<file path="src/rtl/usb_rx_pkg.sv">
// Shared types and constants for the USB full-speed receive path.
package usb_rx_pkg;

    typedef enum logic {
        IDLE,
        RUN
    } rx_timer_state_t;

    localparam int USB_CLKS_PER_BIT = 8;
    localparam int USB_MAX_RUN_BITS = 7;

endpackage

</file>
<file path="src/rtl/flex_counter.sv">
// Up-counter 0..rollover_val with synchronous clear and a same-cycle
// rollover flag raised on the enabled count that wraps back to zero.
module flex_counter #(
    parameter int NUM_CNT_BITS = 4
) (
    input  logic                    clk,
    input  logic                    n_rst,
    input  logic                    clear,
    input  logic                    count_enable,
    input  logic [NUM_CNT_BITS-1:0] rollover_val,
    output logic [NUM_CNT_BITS-1:0] count_out,
    output logic                    rollover_flag
);

    logic [NUM_CNT_BITS-1:0] count_q;
    logic [NUM_CNT_BITS-1:0] count_d;
    logic                    wrap;

    assign wrap = count_q == rollover_val;

    always_comb begin
        count_d = count_q;
        if (clear) begin
            count_d = '0;
        end else if (count_enable) begin
            count_d = wrap ? '0 : count_q + 1'b1;
        end
    end

    always_ff @(posedge clk or negedge n_rst) begin
        if (!n_rst) begin
            count_q <= '0;
        end else begin
            count_q <= count_d;
        end
    end

    assign count_out     = count_q;
    assign rollover_flag = count_enable & ~clear & wrap;

endmodule

</file>
<file path="src/rtl/usb_rx_timer.sv">
// USB full-speed bit-timing recovery: re-phases a local bit clock on each
// line edge, strobes mid-bit, counts bytes and flags over-long runs.
module usb_rx_timer
    import usb_rx_pkg::*;
#(
    parameter int CLKS_PER_BIT = USB_CLKS_PER_BIT,
    parameter int SAMPLE_PHASE = 4,
    parameter int MAX_RUN_BITS = USB_MAX_RUN_BITS
) (
    input  logic clk,
    input  logic n_rst,
    input  logic enable,
    input  logic d_edge,
    input  logic stuff_bit,
    output logic shift_enable,
    output logic byte_received,
    output logic bit_err
);

    localparam int PW = $clog2(CLKS_PER_BIT);
    localparam int RW = $clog2(MAX_RUN_BITS + 1);

    localparam logic [PW-1:0] PH_ONE  = PW'(1);
    localparam logic [PW-1:0] PH_LAST = PW'(CLKS_PER_BIT - 1);
    localparam logic [PW-1:0] PH_SAMP = PW'(SAMPLE_PHASE);
    localparam logic [RW-1:0] RUN_MAX = RW'(MAX_RUN_BITS);

    rx_timer_state_t state_q, state_d;
    logic [PW-1:0]   phase_q, phase_d;
    logic [RW-1:0]   run_q, run_d;
    logic            strobe_q, strobe_d;
    logic            err_q, err_d;
    logic            byte_q, byte_d;
    logic [2:0]      bit_cnt;
    logic            bit_roll;

    always_comb begin
        state_d  = state_q;
        phase_d  = phase_q;
        run_d    = run_q;
        err_d    = err_q;
        strobe_d = 1'b0;
        if (!enable) begin
            state_d = IDLE;
            phase_d = '0;
            run_d   = '0;
            err_d   = 1'b0;
        end else begin
            unique case (state_q)
                IDLE: begin
                    phase_d = '0;
                    if (d_edge) begin
                        state_d = RUN;
                        phase_d = PH_ONE;
                    end
                end
                RUN: begin
                    if (d_edge) begin
                        phase_d = PH_ONE;
                    end else if (phase_q == PH_LAST) begin
                        phase_d = '0;
                    end else begin
                        phase_d = phase_q + 1'b1;
                    end
                end
                default: state_d = IDLE;
            endcase
            // stuffed bits count toward the run length too
            if (strobe_q && run_q == RUN_MAX) begin
                err_d = 1'b1;
            end
            if (d_edge) begin
                run_d = '0;
            end else if (strobe_q && run_q != RUN_MAX) begin
                run_d = run_q + 1'b1;
            end
            strobe_d = (state_d == RUN) && (phase_d == PH_SAMP);
        end
    end

    always_ff @(posedge clk or negedge n_rst) begin
        if (!n_rst) begin
            state_q  <= IDLE;
            phase_q  <= '0;
            run_q    <= '0;
            strobe_q <= 1'b0;
            err_q    <= 1'b0;
            byte_q   <= 1'b0;
        end else begin
            state_q  <= state_d;
            phase_q  <= phase_d;
            run_q    <= run_d;
            strobe_q <= strobe_d;
            err_q    <= err_d;
            byte_q   <= byte_d;
        end
    end

    assign shift_enable = strobe_q & ~stuff_bit;

    flex_counter #(
        .NUM_CNT_BITS(3)
    ) u_bit_cnt (
        .clk          (clk),
        .n_rst        (n_rst),
        .clear        (~enable),
        .count_enable (shift_enable),
        .rollover_val (3'd7),
        .count_out    (bit_cnt),
        .rollover_flag(bit_roll)
    );

    assign byte_d = enable & bit_roll & (bit_cnt == 3'd7);

    assign byte_received = byte_q;
    assign bit_err       = err_q;

endmodule

</file>
<file path="config.mk">
export PLATFORM = sky130hd
export DESIGN_NAME = usb_rx_timer
export DESIGN_NICKNAME = d
export VERILOG_FILES = /design/src/rtl/usb_rx_pkg.sv /design/src/rtl/flex_counter.sv /design/src/rtl/usb_rx_timer.sv
export SDC_FILE = /design/constraint.sdc
export NUM_CORES = 1
export LEC_CHECK = 0
export BUFFER_PORTS_ARGS = -buffer_cell sky130_fd_sc_hd__buf_2
export CORE_UTILIZATION = 45
export DETAILED_ROUTE_END_ITERATION = 16
export PLACE_DENSITY = 0.73
export SYNTH_ARGS = -nofsm -noshare
export SYNTH_HDL_FRONTEND = slang
export SYNTH_SLANG_ARGS = --single-unit
</file>
<file path="constraint.sdc">
create_clock -name clk -period 3.35 [get_ports clk]
set_input_delay 0.1675 -clock clk [delete_from_list [all_inputs] [get_ports clk]]
set_output_delay 0.1675 -clock clk [all_outputs]
set_load 0.05 [all_outputs]
</file>
### After elaboration in Yosys (flattened, before gate mapping)

Cells that the tools add are included.

* add/subtract/negate cells: 3
* equal/unequal tests: 8
* mux-type cells: 19
* bitwise operators: 7
* reduce and logical (&&, ||, !) cells: 3

Operator list (count)
* 3-bit 2-to-1 mux: 10
* 3-bit equality test, second input constant: 4
* 3-bit by 1-bit adder with 3-bit output, second input constant: 3
* 1-bit 2-to-1 mux: 8
* 3-bit one-hot mux with 2 select lines: 1
* 1-bit AND: 5
* 2-bit by 1-bit inequality test with 1-bit output, second input constant: 2
* 1-bit logical AND: 3
* 3-bit by 1-bit inequality test with 1-bit output, second input constant: 1
* 3-bit inequality test, second input constant: 1
* 1-bit inverter: 2

* bits in registers: 13

### Logic depth before layout (Yosys ltp)

Gate-level depths: netlist of run 1.

* depth after elaboration: 8
* gate-level depth with buffers: 5
* depth with buffers taken out: 5

### Modules after synthesis

Synthesis of run 1 repeated with hierarchy kept, for this count alone.

* cells, all modules: 59
* area, all modules: 650.6 um^2

Modules (own cells, without submodules)
* usb_rx_timer: times used 1, cells each 38, area each 436.7 um^2
* flex_counter: times used 1, cells each 21, area each 214.0 um^2

### Worst setup path before layout of run 1

No wires, ideal clock.

* kind: register to register
* start point: register run_q[0]
* end point: register run_q[1]
* setup time: 0.118 ns
* arrival: 1.131 ns
* required time: 3.232 ns
* setup slack: 2.100 ns
* stages on the path, launching flop included: 6
* clock period less this slack: 1.250 ns
* path through: dfrtp_1 -> ha_1 -> ha_1 -> nand2b_1 -> mux2i_1 -> nor2_1

* longest elaborated chain between the ends: 4
* elaborated cells between the ends (all ways): 7

RTL lines
* start, declared: RTL line usb_rx_timer.sv:30 `logic [RW-1:0] run_q, run_d;`
* start signal, assigned: RTL line usb_rx_timer.sv:92 `run_q <= run_d;`
* 3-bit by 1-bit adder with 3-bit output: RTL line usb_rx_timer.sv:75 `run_d = run_q + 1'b1;`
* 3-bit 2-to-1 mux: RTL line usb_rx_timer.sv:74 `end else if (strobe_q && run_q != RUN_MAX) begin`
* 3-bit 2-to-1 mux: RTL line usb_rx_timer.sv:72 `if (d_edge) begin`
* 3-bit 2-to-1 mux: RTL line usb_rx_timer.sv:43 `if (!enable) begin`

Several ways; a longest one is shown, not always the timed one. The select of a mux whose other input is x is not followed.
A chain may end at the register's enable or synchronous reset.

### Worst setup path after layout of run 1

* start point: register strobe_q
* end point: output port shift_enable

* longest elaborated chain between the ends: 1

RTL lines
* start, declared: RTL line usb_rx_timer.sv:31 `logic strobe_q, strobe_d;`
* start signal, assigned: RTL line usb_rx_timer.sv:93 `strobe_q <= strobe_d;`
* 1-bit AND: RTL line usb_rx_timer.sv:99 `assign shift_enable = strobe_q & ~stuff_bit;`
* end, declared: RTL line usb_rx_timer.sv:15 `output logic shift_enable,`

No other way between the ends.

==> results of run 1 <==
==> synthesized netlist by cell type <==
master / n / area (sq um)
nand2b_1: 1 / 6.26
xor2_1: 1 / 8.76
a21oi_1: 1 / 5.00
and4b_1: 1 / 10.0
nor3b_1: 1 / 7.51
and3_1: 2 / 12.5
dfrtp_1: 13 / 325
nor2b_1: 6 / 37.5
and2b_1: 1 / 7.51
ha_1: 6 / 75.1
or2b_1: 1 / 7.51
mux2i_1: 5 / 50.1
o21a_1: 3 / 22.5
nor2_1: 4 / 15.0
buf_4: 1 / 7.51
==> power by group <==
part	total [uW]	internal [uW]	switching (uW)
Sequential	160	159	1.30
Combinational	13.2	6.27	6.98
Clock	92.7	46.0	46.7
Total	266	211	55.0
==> placed cells by master, fill, tap and decap left out, types with 2 or more instances in the layout <==
master,Yosys,layout
buf_2,0,7
nor2_1,4,4
clkbuf_4,0,3
o21a_1,3,3
mux2i_1,5,5
nor2b_1,6,6
dfrtp_1,13,13
ha_1,6,6
and3_1,2,2
==> worst max-delay path by stage <==
| stage | depth (start not counted) | end | start |
|---|---|---|---|
| 2_1_floorplan | 5 | run_q[1] | run_q[0] |
| 3_3_place_gp | 5 | run_q[2] | run_q[0] |
| 3_5_place_dp | 5 | run_q[1] | run_q[0] |
| 4_1_cts | 2 | shift_enable | strobe_q |
| 5_1_grt | 2 | shift_enable | strobe_q |
| 6_report | 2 | shift_enable | strobe_q |
==> repair_timing <==
action / in CTS / in global routing
setup buffers: 0 / 0
endpoints found under the hold margin: 13 / 0
hold buffers: 1 / 0
==> kinds of logic after synthesis <==
family	count (synthesis)
multiplexers	5
XOR/XNOR	1
buffers and inverters	1
AND/OR/NAND/NOR	17
flip-flops	13
AO/OA/AOI/OAI	4
adder cells (fa/ha/maj)	6
==> per-layer routing <==
| metal | routed length [um] | part of all wire | up-vias |
|---|---|---|---|
| met3 | 32 | 0.040 | 0 |
| met4 | 0 | 0 | 0 |
| met5 | 0 | 0 | - |
| met1 | 415 | 0.52 | 169 |
| li1 | - | - | 186 |
| met2 | 349 | 0.44 | 8 |
==> stage by stage <==
stage	instance area, sq um	utilization	power (uW)	hold WS (ps)	setup WS (ps)
finish	679	0.580	266	156	1810
global route	679	0.580	281	142	1720
CTS	679	0.580	272	145	1770
detailed placement	643	0.549	176	66.3	2030
global placement	643	0.549	176	65.8	2030
floorplan	598	-	168	-128	2100
==> layout make-up <==
class                      instances  area (sq um)
clock buffer                       4          26.3
fill                             105           492
multi-input combinational         33           265
sequential                        13           325
tap                               14          17.5
timing repair buffer               8          45.0
==> flip-flops by register name (all words and copies together), names as in the netlist <==
register and count:
bit_err 1, byte_received 1, phase_q 3, run_q 3, state_q 1, strobe_q 1, u_bit_cnt.count_out 3
==> metrics.txt, run 1 <==
Diodes inserted=0; share of post-route cells with drive strength above 1=0.172; status=completed; setup_tns=0 ps; reg-to-reg critical path endpoint=run_q[1]; Required @ worst endpoint=3180 ps; critical-path cell list=nor2b_1, buf_2; slowest cell on the critical path=nor2b_1; Max Buffers Root-to-Sink=2; H-tree depth=1; Post-Synth XOR/XNOR Area=0.0146; Seq cells post-synth=13; mux cell area share after synthesis=0.0837; Post-Synthesis Cells=47; Area Growth Syn to Fin=13.6%; initial antenna violation count=0; Reg2Reg Setup Slack=2030 ps; post-synth net total=58; vias in the first global route=358; CTS buffer count=3; placer congestion estimate=0.679; Worst path max stage delay=390 ps; core area=1170 sq um; clk slew on worst S/H paths=70 ps; initial core utilization=0.511; Power per Cell Area=391 nW/um^2; via/cell ratio=5.04; Clock Latency Late Sink=260 ps; GRT busiest layer=met2; GR Layer Usage met1=0.189; WHS Path Cells=2; skew final=0.583 ps; Worst Setup Start Kind=flip-flop; Max transition margin=0.711; Starting DRT DRC Count=3; Seq/Total Area, Yosys=0.544; final wirelength=798 um; Leakage=0.000374 uW; Cell Area, Synth=598 sq um; CP Capture Type=output port; dpl hpwl=611 um; Worst R2R Start=run_q[0]; Boundary Pins=8; Die Ht=38.5 um; Post-CTS Resized=0; min Tclk post-route=1540 ps; cell row count=12; GRT met3 Usage=0.0523; Worst Min Path Start=d_edge; global route overflow=0; Post-layout nets=70; Final setup viols=0; Yosys cell types=15; R2R depth=5; Adder-Cell Fraction of Synth Area=0.126; CTS tree=done; number of routed nets with antenna violations=0; GRT Total Usage=0.146; # port buffers=7; delay-heaviest family, CP=simple AND/OR/NAND/NOR gates; # DRC=0; non-filler cells, final=72; number of max-cap violations=0; hold path endpoint=state_q; die width=38.5 um; Hold Vio Cnt, Final=0; slew at the pin closest to its max-slew limit=432 ps; fmax=651 MHz; kind of critical path=reg -> out; HP Class=in -> reg; root buffer cell=clkbuf_4; WP buf/inv=1; first-pass GRT wire length=1400 um; RSZ-0062 raised after global routing=no; CTS sink count=13; via count=363; crit-path max FO=5; crit path DAT=1370 ps; DRT Pass-1 Iters=4; fin. max-slew vios=0; placed cells=67; largest net degree at the start of global routing=14; Post-Synth Simple-Gate Area=0.174; die area=1480 sq um; Compound-Gate Fraction of Synth Area=0.0460; largest family of logic cells by synthesized area=simple AND/OR/NAND/NOR gates; met2 Resource Use GR=0.212; fin crit share=0.459; Syn. warnings=0; WL/cell=11.1 um; Max VDD drop=0.195 mV; syn avg cell area=12.7 sq um
(Power assumes the default switching activity.)
==> run 2, diff against run 1 <==
==> constraint.sdc (replaced) <==
create_clock -name clk -period 1.5 [get_ports clk]
set_input_delay 0.075 -clock clk [delete_from_list [all_inputs] [get_ports clk]]
set_output_delay 0.075 -clock clk [all_outputs]
set_load 0.05 [all_outputs]
==> run 2 against run 1 <==
Total power grew 120%. Global-route usage is the same. Via count is the same. First-iteration DRC count is the same. Sequential share of layout area shrank 0.18 points. Worst setup slack lost 1600 ps. Hold slack lost 92 ps. Core utilization grew 0.21 points. Design area grew 0.37%. Highest routed layer unchanged.
==> metrics.txt, run 2 (synthesis gave the netlist of run 1 again) <==
die area=1480 sq um; CTS sink count=13; Final setup viols=0; final wirelength=801 um; setup_tns=0 ps; share of post-route cells with drive strength above 1=0.190; delay-heaviest family, CP=flip-flops; sw frac=0.207; skew final=0.583 ps; WP buf/inv=0; Worst path max stage delay=390 ps; placed cells=67; Worst Setup Start Kind=flip-flop; Max transition margin=0.810; initial antenna violation count=0; Gate power share=0.050; most used cell, CP=ha_1; Post-layout nets=70; Pint=471 uW; global route overflow=0; CP Capture Type=flip-flop; critical-path cell list=ha_1, ha_1, nand2b_1, mux2i_1, nor2_1; fmax=756 MHz; Power per Cell Area=871 nW/um^2; CTS buffer count=3; Clock Latency Late Sink=260 ps; first-pass GRT wire length=1400 um; commonest non-fill, non-tap cell in the layout=dfrtp_1; crit-path max FO=3; via count=363; slowest cell on the critical path=dfrtp_1; non-filler cells, final=72; dpl hpwl=610 um; min Tclk post-route=1320 ps; H-tree depth=1; fill count=106; Required @ worst endpoint=1660 ps; CTS tree=done; sequential power share=0.601; via/cell ratio=5.04; die width=38.5 um; most frequent cells in the layout=dfrtp_1, buf_2, ha_1; number of max-cap violations=0; DRT Pass-1 Iters=4; placer congestion estimate=0.679; Area Growth Syn to Fin=14.0%; Max Buffers Root-to-Sink=2; root buffer cell=clkbuf_4; Clock power frac=0.349; register area=325 sq um; clk slew on worst S/H paths=70 ps; NetSw=123 uW; slew at the pin closest to its max-slew limit=286 ps; Hold Vio Cnt, Final=0; RSZ-0062 raised after global routing=no; Leakage=0.000374 uW; number of routed nets with antenna violations=0; WL/cell=11.1 um; Starting DRT DRC Count=3; HP Class=in -> reg; crit path DAT=1480 ps; fin crit share=0.882; Post-CTS Setup Bufs=0; status=completed; cell row count=12; core area=1170 sq um; final hold slack=63.9 ps; fin. max-slew vios=0; Boundary Pins=8; Diodes inserted=0; Max VDD drop=0.436 mV; largest net degree at the start of global routing=14; GRT Total Usage=0.146; # port buffers=7; multi-input logic area=268 sq um; initial core utilization=0.511; kind of critical path=reg -> reg; # DRC=0; vias in the first global route=358; Die Ht=38.5 um
[run 2: cell counts in the layout (fill, tap and decap cells not counted)]
No cell type changed its count.
[run 2: path summary, 6_finish.rpt]
check	from	endpoint	slack [ps]	depth (start not counted)
max	run_q[0]	run_q[1]	180	5
min	d_edge	state_q	60	2
max reg2reg	run_q[0]	run_q[1]	180	5
min reg2reg	state_q	state_q	510	1
max in group asynchronous	n_rst	u_bit_cnt.count_out[1]	1060	2
min in group asynchronous	n_rst	bit_err	220	2
[run 2: per-layer routing]
metal / GRT usage / wire length (um) / part of all wire
met1: 0.189 / 416 / 0.52
met4: 0.0776 / 0 / 0
met5: 0 / 0 / 0
met2: 0.212 / 351 / 0.44
met3: 0.0523 / 32 / 0.040
[run 2: metrics by stage]
| step | setup WS, ps | util | cell area (sq um) | total power (uW) |
|---|---|---|---|---|
| 2_1_floorplan | 250 | - | 598 | 376 |
| 3_3_place_gp | 183 | 0.549 | 643 | 393 |
| 3_5_place_dp | 176 | 0.549 | 643 | 393 |
| 4_1_cts | 13.8 | 0.580 | 679 | 607 |
| 5_1_grt | 62.6 | 0.582 | 682 | 627 |
| 6_report | 178 | 0.582 | 682 | 594 |
[run 2: layout make-up]
cell class                 count  share of cell area
sequential                    13               0.477
multi-input combinational     33               0.393
timing repair buffer           8              0.0661
clock buffer                   4              0.0385
tap                           14              0.0257
[run 2: power by group through the flow]
stage,clock network (uW),registers [uW],logic [uW]
5_1_grt,235,358,34.1
6_report,207,357,29.9
2_1_floorplan,0,364,12.1
4_1_cts,219,357,30.6
3_5_place_dp,0,364,28.6
3_3_place_gp,0,364,28.2
[run 2: what timing repair did]
| action | CTS | global route |
|---|---|---|
| endpoints found under the setup margin | 0 | 1 |
| endpoints found under the hold margin | 13 | 0 |
| hold buffers | 1 | 0 |
| resized for setup | 0 | 1 |
[run 2: worst register-to-register path: stages (launching register included)]
cell and delay, ps:
dfrtp_1 390, ha_1 200, ha_1 180, nand2b_1 210
mux2i_1 180, nor2_1 50
